===== src/rtl/load_store_unit_pkg.sv =====
// Shared types and helpers for the load/store unit: funct3 codes,
// FSM state enum, lane widths, and byte-enable/replication helpers.
package lsu_pkg;

    localparam logic [2:0] F3_B  = 3'd0;
    localparam logic [2:0] F3_H  = 3'd1;
    localparam logic [2:0] F3_W  = 3'd2;
    localparam logic [2:0] F3_BU = 3'd4;
    localparam logic [2:0] F3_HU = 3'd5;

    localparam int BE_W   = 4;
    localparam int BYTE_W = 8;
    localparam int HALF_W = 16;
    localparam int WORD_W = 32;

    typedef enum logic [1:0] {
        IDLE = 2'd0,
        REQ  = 2'd1,
        RSP  = 2'd2
    } lsu_state_e;

    // Stores only allow SB/SH/SW; loads reject the three unused codes.
    function automatic logic op_legal(input logic is_store, input logic [2:0] f3);
        if (is_store)
            return (f3 < 3'd3);
        else
            return (f3 != 3'd3) && (f3 != 3'd6) && (f3 != 3'd7);
    endfunction

    // Size lives in funct3[1:0] for both signed and unsigned loads.
    function automatic logic op_misaligned(input logic [2:0] f3, input logic [1:0] off);
        case (f3[1:0])
            2'd1:    return off[0];
            2'd2:    return (off != 2'd0);
            default: return 1'b0;
        endcase
    endfunction

    function automatic logic [BE_W-1:0] calc_be(input logic [2:0] f3, input logic [1:0] off);
        case (f3[1:0])
            2'd0:    return 4'b0001 << off;
            2'd1:    return 4'b0011 << off;
            default: return 4'b1111;
        endcase
    endfunction

    // Replicating the store data lets the byte enables pick the lane.
    function automatic logic [WORD_W-1:0] replicate(input logic [2:0] f3, input logic [WORD_W-1:0] d);
        case (f3[1:0])
            2'd0:    return {4{d[BYTE_W-1:0]}};
            2'd1:    return {2{d[HALF_W-1:0]}};
            default: return d;
        endcase
    endfunction

endpackage


===== src/rtl/load_store_unit_if.sv =====
// Data-memory request/response channel between the LSU (master) and memory (slave).
interface load_store_unit_if #(
    parameter int ADDR_W = 32
);
    logic              req_valid;
    logic              req_ready;
    logic              we;
    logic [3:0]        be;
    logic [ADDR_W-1:0] addr;
    logic [31:0]       wdata;
    logic              rsp_valid;
    logic [31:0]       rsp_rdata;

    modport master (
        output req_valid, we, be, addr, wdata,
        input  req_ready, rsp_valid, rsp_rdata
    );

    modport slave (
        input  req_valid, we, be, addr, wdata,
        output req_ready, rsp_valid, rsp_rdata
    );
endinterface


===== src/rtl/load_store_unit_load_align.sv =====
// Combinational load lane select and sign/zero extension.
module load_align
    import lsu_pkg::*;
(
    input  logic [WORD_W-1:0] rdata,
    input  logic [1:0]        offset,
    input  logic [2:0]        funct3,
    output logic [WORD_W-1:0] result
);
    logic [WORD_W-1:0] shifted;

    // Move the addressed lane down to bit 0, then extend by load type.
    always_comb begin
        shifted = rdata >> {offset, 3'b000};
        result  = rdata;
        case (funct3)
            F3_B:    result = {{(WORD_W-BYTE_W){shifted[BYTE_W-1]}}, shifted[BYTE_W-1:0]};
            F3_H:    result = {{(WORD_W-HALF_W){shifted[HALF_W-1]}}, shifted[HALF_W-1:0]};
            F3_BU:   result = {{(WORD_W-BYTE_W){1'b0}}, shifted[BYTE_W-1:0]};
            F3_HU:   result = {{(WORD_W-HALF_W){1'b0}}, shifted[HALF_W-1:0]};
            default: result = rdata;
        endcase
    end
endmodule


===== src/rtl/load_store_unit.sv =====
// RV32I load/store unit: accepts one op from execute, issues a single
// data-memory request, and writes aligned load data to the register file.
//
//   state | meaning
//   IDLE  | ready for a new op; illegal/misaligned ops pulse exc here
//   REQ   | memory request presented, held until mem req_ready
//   RSP   | load issued, waiting for mem rsp_valid
module load_store_unit
    import lsu_pkg::*;
#(
    parameter int ADDR_W = 32
) (
    input  logic              clk,
    input  logic              rst_n,
    input  logic              req_valid,
    output logic              req_ready,
    input  logic              req_is_store,
    input  logic [2:0]        req_funct3,
    input  logic [ADDR_W-1:0] req_addr,
    input  logic [31:0]       req_wdata,
    input  logic [4:0]        req_rd,
    load_store_unit_if.master mem,
    output logic              rd_we,
    output logic [4:0]        rd_addr,
    output logic [31:0]       rd_data,
    output logic              busy,
    output logic              exc
);
    lsu_state_e  state;
    logic        is_store_q;
    logic [2:0]  funct3_q;
    logic [1:0]  offset_q;
    logic [4:0]  rd_q;
    logic [31:0] load_result;

    load_align u_load_align (
        .rdata  (mem.rsp_rdata),
        .offset (offset_q),
        .funct3 (funct3_q),
        .result (load_result)
    );

    // Ready and busy follow the registered state directly.
    always_comb begin
        req_ready = (state == IDLE);
        busy      = (state != IDLE);
    end

    // Sequencer: capture, issue, and retire one memory op at a time.
    always_ff @(posedge clk or negedge rst_n) begin
        if (!rst_n) begin
            state         <= IDLE;
            is_store_q    <= 1'b0;
            funct3_q      <= 3'd0;
            offset_q      <= 2'd0;
            rd_q          <= 5'd0;
            mem.req_valid <= 1'b0;
            mem.we        <= 1'b0;
            mem.be        <= 4'd0;
            mem.addr      <= '0;
            mem.wdata     <= 32'd0;
            rd_we         <= 1'b0;
            rd_addr       <= 5'd0;
            rd_data       <= 32'd0;
            exc           <= 1'b0;
        end else begin
            rd_we <= 1'b0;
            exc   <= 1'b0;
            case (state)
                IDLE: begin
                    if (req_valid && req_ready) begin
                        is_store_q <= req_is_store;
                        funct3_q   <= req_funct3;
                        offset_q   <= req_addr[1:0];
                        rd_q       <= req_rd;
                        if (!op_legal(req_is_store, req_funct3) ||
                            op_misaligned(req_funct3, req_addr[1:0])) begin
                            exc <= 1'b1;
                        end else begin
                            state         <= REQ;
                            mem.req_valid <= 1'b1;
                            mem.we        <= req_is_store;
                            mem.be        <= calc_be(req_funct3, req_addr[1:0]);
                            mem.addr      <= {req_addr[ADDR_W-1:2], 2'b00};
                            mem.wdata     <= replicate(req_funct3, req_wdata);
                        end
                    end
                end
                REQ: begin
                    if (mem.req_ready) begin
                        mem.req_valid <= 1'b0;
                        mem.we        <= 1'b0;
                        mem.be        <= 4'd0;
                        state         <= is_store_q ? IDLE : RSP;
                    end
                end
                RSP: begin
                    if (mem.rsp_valid) begin
                        rd_data <= load_result;
                        rd_addr <= rd_q;
                        rd_we   <= (rd_q != 5'd0);
                        state   <= IDLE;
                    end
                end
                default: state <= IDLE;
            endcase
        end
    end
endmodule


===== src/flat_wrapper.sv =====
// flat-port wrapper written by rule: the top's interface ports become plain ports
module load_store_unit_flat import lsu_pkg::*;
#(
    parameter int ADDR_W = 32
)
  (clk, rst_n, req_valid, req_ready, req_is_store, req_funct3, req_addr, req_wdata, req_rd, rd_we, rd_addr, rd_data, busy, exc, mem_req_valid, mem_we, mem_be, mem_addr, mem_wdata, mem_req_ready, mem_rsp_valid, mem_rsp_rdata);
  load_store_unit_if #(.ADDR_W(ADDR_W)) mem_i ();
  input  logic clk;
  input  logic rst_n;
  input  logic req_valid;
  output logic req_ready;
  input  logic req_is_store;
  input  logic [2:0] req_funct3;
  input  logic [ADDR_W-1:0] req_addr;
  input  logic [31:0] req_wdata;
  input  logic [4:0] req_rd;
  output logic rd_we;
  output logic [4:0] rd_addr;
  output logic [31:0] rd_data;
  output logic busy;
  output logic exc;
  output wire logic [$bits(mem_i.req_valid)-1:0] mem_req_valid;
  output wire logic [$bits(mem_i.we)-1:0] mem_we;
  output wire logic [$bits(mem_i.be)-1:0] mem_be;
  output wire logic [$bits(mem_i.addr)-1:0] mem_addr;
  output wire logic [$bits(mem_i.wdata)-1:0] mem_wdata;
  input wire logic [$bits(mem_i.req_ready)-1:0] mem_req_ready;
  input wire logic [$bits(mem_i.rsp_valid)-1:0] mem_rsp_valid;
  input wire logic [$bits(mem_i.rsp_rdata)-1:0] mem_rsp_rdata;
  assign mem_req_valid = mem_i.req_valid;
  assign mem_we = mem_i.we;
  assign mem_be = mem_i.be;
  assign mem_addr = mem_i.addr;
  assign mem_wdata = mem_i.wdata;
  assign mem_i.req_ready = mem_req_ready;
  assign mem_i.rsp_valid = mem_rsp_valid;
  assign mem_i.rsp_rdata = mem_rsp_rdata;
  load_store_unit #(.ADDR_W(ADDR_W)) u_core (.clk(clk), .rst_n(rst_n), .req_valid(req_valid), .req_ready(req_ready), .req_is_store(req_is_store), .req_funct3(req_funct3), .req_addr(req_addr), .req_wdata(req_wdata), .req_rd(req_rd), .mem(mem_i), .rd_we(rd_we), .rd_addr(rd_addr), .rd_data(rd_data), .busy(busy), .exc(exc));
endmodule

===== config.mk =====
export PLATFORM = sky130hd
export DESIGN_NAME = load_store_unit_flat
export DESIGN_NICKNAME = d
export VERILOG_FILES = /design/src/rtl/load_store_unit_pkg.sv /design/src/rtl/load_store_unit_if.sv /design/src/rtl/load_store_unit_load_align.sv /design/src/rtl/load_store_unit.sv /design/src/flat_wrapper.sv
export SDC_FILE = /design/constraint.sdc
export NUM_CORES = 1
export LEC_CHECK = 0
export CORE_ASPECT_RATIO = 0.7
export CORE_MARGIN = 8
export CORE_UTILIZATION = 29
export CTS_CLUSTER_DIAMETER = 120
export DETAILED_ROUTE_END_ITERATION = 10
export GPL_TIMING_DRIVEN = 0
export HOLD_SLACK_MARGIN = 0.02
export PLACE_DENSITY = 0.59
export SYNTH_ARGS = -nofsm -noshare
export SYNTH_HDL_FRONTEND = slang
export SYNTH_SLANG_ARGS = --single-unit

===== constraint.sdc =====
create_clock -name clk -period 1.85 [get_ports clk]
set_input_delay 0.37 -clock clk [delete_from_list [all_inputs] [get_ports clk]]
set_output_delay 0.37 -clock clk [all_outputs]
set_load 0.03 [all_outputs]

==> flow_summary.toml <==
[place]
portBuffers = 218
gp_congestion = 0.830
preCtsSetupSlack_ns = -1.65
dp_hpwl_mm = 15.9

[cts]
cts_tree = "done"
cts_root_buffer = "clkbuf_16"
ctsHtreeMaxLevel = 4
clock_latency_ns = 0.41
path_clk_slew_ns = 0.06
cts_buffer_depth = 2
cts_sinks = 120
cts_buffers = 17

[critical_path]
cp-start-kind = "flop"
crit_required_ns = 1.48
crit_chain = "clkdlybuf4s50_1"
rrSetupSlack_ns = 0.05
crit_path_max_incr_delay_ns = 0.72
r2r-end = "u_core.mem.wdata[14]$_DFFE_PN0P_"
critPathSlowestCell = "clkdlybuf4s50_1"
worstSetupPathType = "reg2out"
endpoint_kind = "primary output"
path_max_fanout = 1
cpLargestDelayFamily = "buffers and inverters"
r2r_cells = 7
worstPathArrival_ns = 1.44
path_buf_inv = 1
r2r_start = "u_core.state[0]$_DFFE_PN0P_"

[global_routing]
track_usage = 0.168
grt.overflow.total = 0
grt_pass1_wl_mm = 31.6
met1_usage = 0.231
grt_pass1_vias = 5276
gr-max-usage-layer = "met2"
grt_max_degree = 96
use_met3 = 0.0503
grt_antenna_before_repair = 0
use_met2 = 0.252

[die]
ioPinCount = 221
die_h_um = 133
dieArea_sq_um = 24200
initial_core_util = 0.297
rows = 42
die_w_um = 182
core_area_sq_um = 19000

[sta]
whs_ns = 0.328
setup_slack_ns = 0.0374
finClkSkew_ns = 0.00858
drv_slew = 0
maxSlewHeadroom = 0.621
hold_viol = 0
finalSetupViolCount = 0
min_period_ns = 1.81
fin_crit_sh = 0.980
worst_pin_slew_ns = 0.569
max_freq_mhz = 552

[synth]
ys_top_cells_by_area = "dfrtp_1 (53%), mux2_2 (12%), nand2_1 (5.3%)"
syn_area_per_cell_sq_um = 10.7
ys_seq_elements = 120
ys_seq_area_frac = 0.534
synth-edff-count = 0
synth_area_leader_cell = "dfrtp_1"
syn_area_sq_um = 5630
yosys_warnings = 0
synthCells = 524
synth_top_cell_area_share = 0.534
synth_async_sr_flop_share = 1.00
ys.flop_type = "dfrtp_1"
ys_types = 39

[final_layout]
n_antenna_cell = 0
drive_gt1_frac = 0.198
layout_commonest_cell = "clkdlybuf4s50_1"
finalNetCount = 893
post-route-util = 0.484
layout_common_cells = "clkdlybuf4s50_1 (125), dfrtp_1 (120), nand2_1 (77)"
syn2layout_area_growth_pct = 63.3

[detailed_routing]
drt_first_pass_iters = 5
drtIter0Drc = 424
drcViolationCount = 0
wl_mm = 20.7
antenna_left = 0
avgViaCountPerCell = 4.83
post_drt_wl_per_cell_um = 19.6
vias = 5092

[hold_path]
hold_class = "in2reg"
min_to = "u_core.funct3_q[0]$_DFFE_PN0P_"
worstHoldPathCells = 3
hp-start = "req_funct3[0]"

[power]
power_density_nw_per_um2 = 1620
leakagePower_nw = 4.35
vdd_drop_max_v = 0.000620
power.total_mw = 14.9

[status]
status = "finished, final reports clean"

[run]
drv_cap = 0
## flip-flops by register name, indices dropped and copies added (netlist names), 2 cells and up
register          flops
u_core.mem.wdata     32
u_core.rd_data       32
u_core.mem.addr      30
u_core.rd_addr        5
u_core.rd_q           5
u_core.mem.be         4
u_core.funct3_q       3
u_core.offset_q       2
u_core.state          2
## cell families after synthesis
kind of cell    share of synthesized area
simple gates                        0.100
compound gates                      0.157
flops                               0.534
mux                                 0.157
buf+inv                            0.0409
fa+ha+maj                          0.0111
other cells                      0.000666
## per-stage QoR
step / instance area, sq um / instances / TNS [ns]
final: 9190 / 1055 / 0
after global routing: 9190 / 1055 / -0.0268
after CTS: 8950 / 1047 / 0
after detailed placement: 8240 / 1008 / -122.20
after global placement: 8210 / 1007 / -637.79
after floorplan: 5700 / 525 / -1.19
## worst max path at each step
stage                                               start                          endpoint  slack [ns]  depth (start not counted)
after CTS                   u_core.rd_data[8]$_DFFE_PN0P_                        rd_data[8]   0.0000001                          1
after global routing      u_core.mem.addr[10]$_DFFE_PN0P_                      mem_addr[10]       -0.01                          1
after floorplan                             req_funct3[1]  u_core.mem.wdata[14]$_DFFE_PN0P_       -0.08                          9
after detailed placement                    req_funct3[1]  u_core.mem.wdata[15]$_DFFE_PN0P_       -1.65                         10
after global placement                              rst_n   u_core.mem.addr[15]$_DFFE_PN0P_       -4.31                          1
final                                u_core.exc$_DFF_PN0_                               exc        0.04                          1
## where the power goes
group / total, mW / internal (mW) / leakage, nW / switching [mW]
registers: 4.39 / 3.76 / 1.45 / 0.632
logic: 6.81 / 2.74 / 2.59 / 4.07
clock network: 3.68 / 2.40 / 0.311 / 1.27
total: 14.9 / 8.91 / 4.35 / 5.97
## final cells by class
cell class	count	area (sq um)
flip-flops and latches	120	3000
repair buffers	237	2430
well taps	264	330
clock buffers	18	429
multi-input cells	356	2500
fillers	1743	9780
clock inverters	14	223
plain buffers	38	235
inverters	8	41.3
## cell usage after synthesis (2+ instances only)
library cell	instances
mux2i_1	15
buf_6	2
dfrtp_1	120
a21oi_1	35
and2_1	2
a2bb2oi_1	7
nor3_1	2
ha_1	5
buf_2	4
clkbuf_1	27
nand2_1	79
nor2b_1	9
mux2_2	62
or2_2	4
a311oi_1	7
inv_1	8
buf_4	7
o21ai_0	25
a22o_1	10
nand2b_1	5
a21o_1	2
nor2_1	32
o22ai_1	24
mux2_1	3
a22oi_1	8
o2bb2ai_1	7
## routing by layer
| layer | vias up | part of all wire | wire length, um |
|---|---|---|---|
| li1 | 2370 | - | - |
| met1 | 2510 | 0.47 | 9810 |
| met2 | 194 | 0.44 | 9130 |
| met3 | 18 | 0.076 | 1570 |
| met4 | 0 | 0.0088 | 182 |
| met5 | - | 0 | 0 |
## repair_timing
item	CTS	global route
cloned	0	1
endpoints found under the hold margin	25	0
resized for setup	85	53
buffers inserted	6	10
hold buffers	1	0
endpoints found under the setup margin	145	108
pin swaps	2	4
No activity file was read; power rests on OpenSTA's default activity.
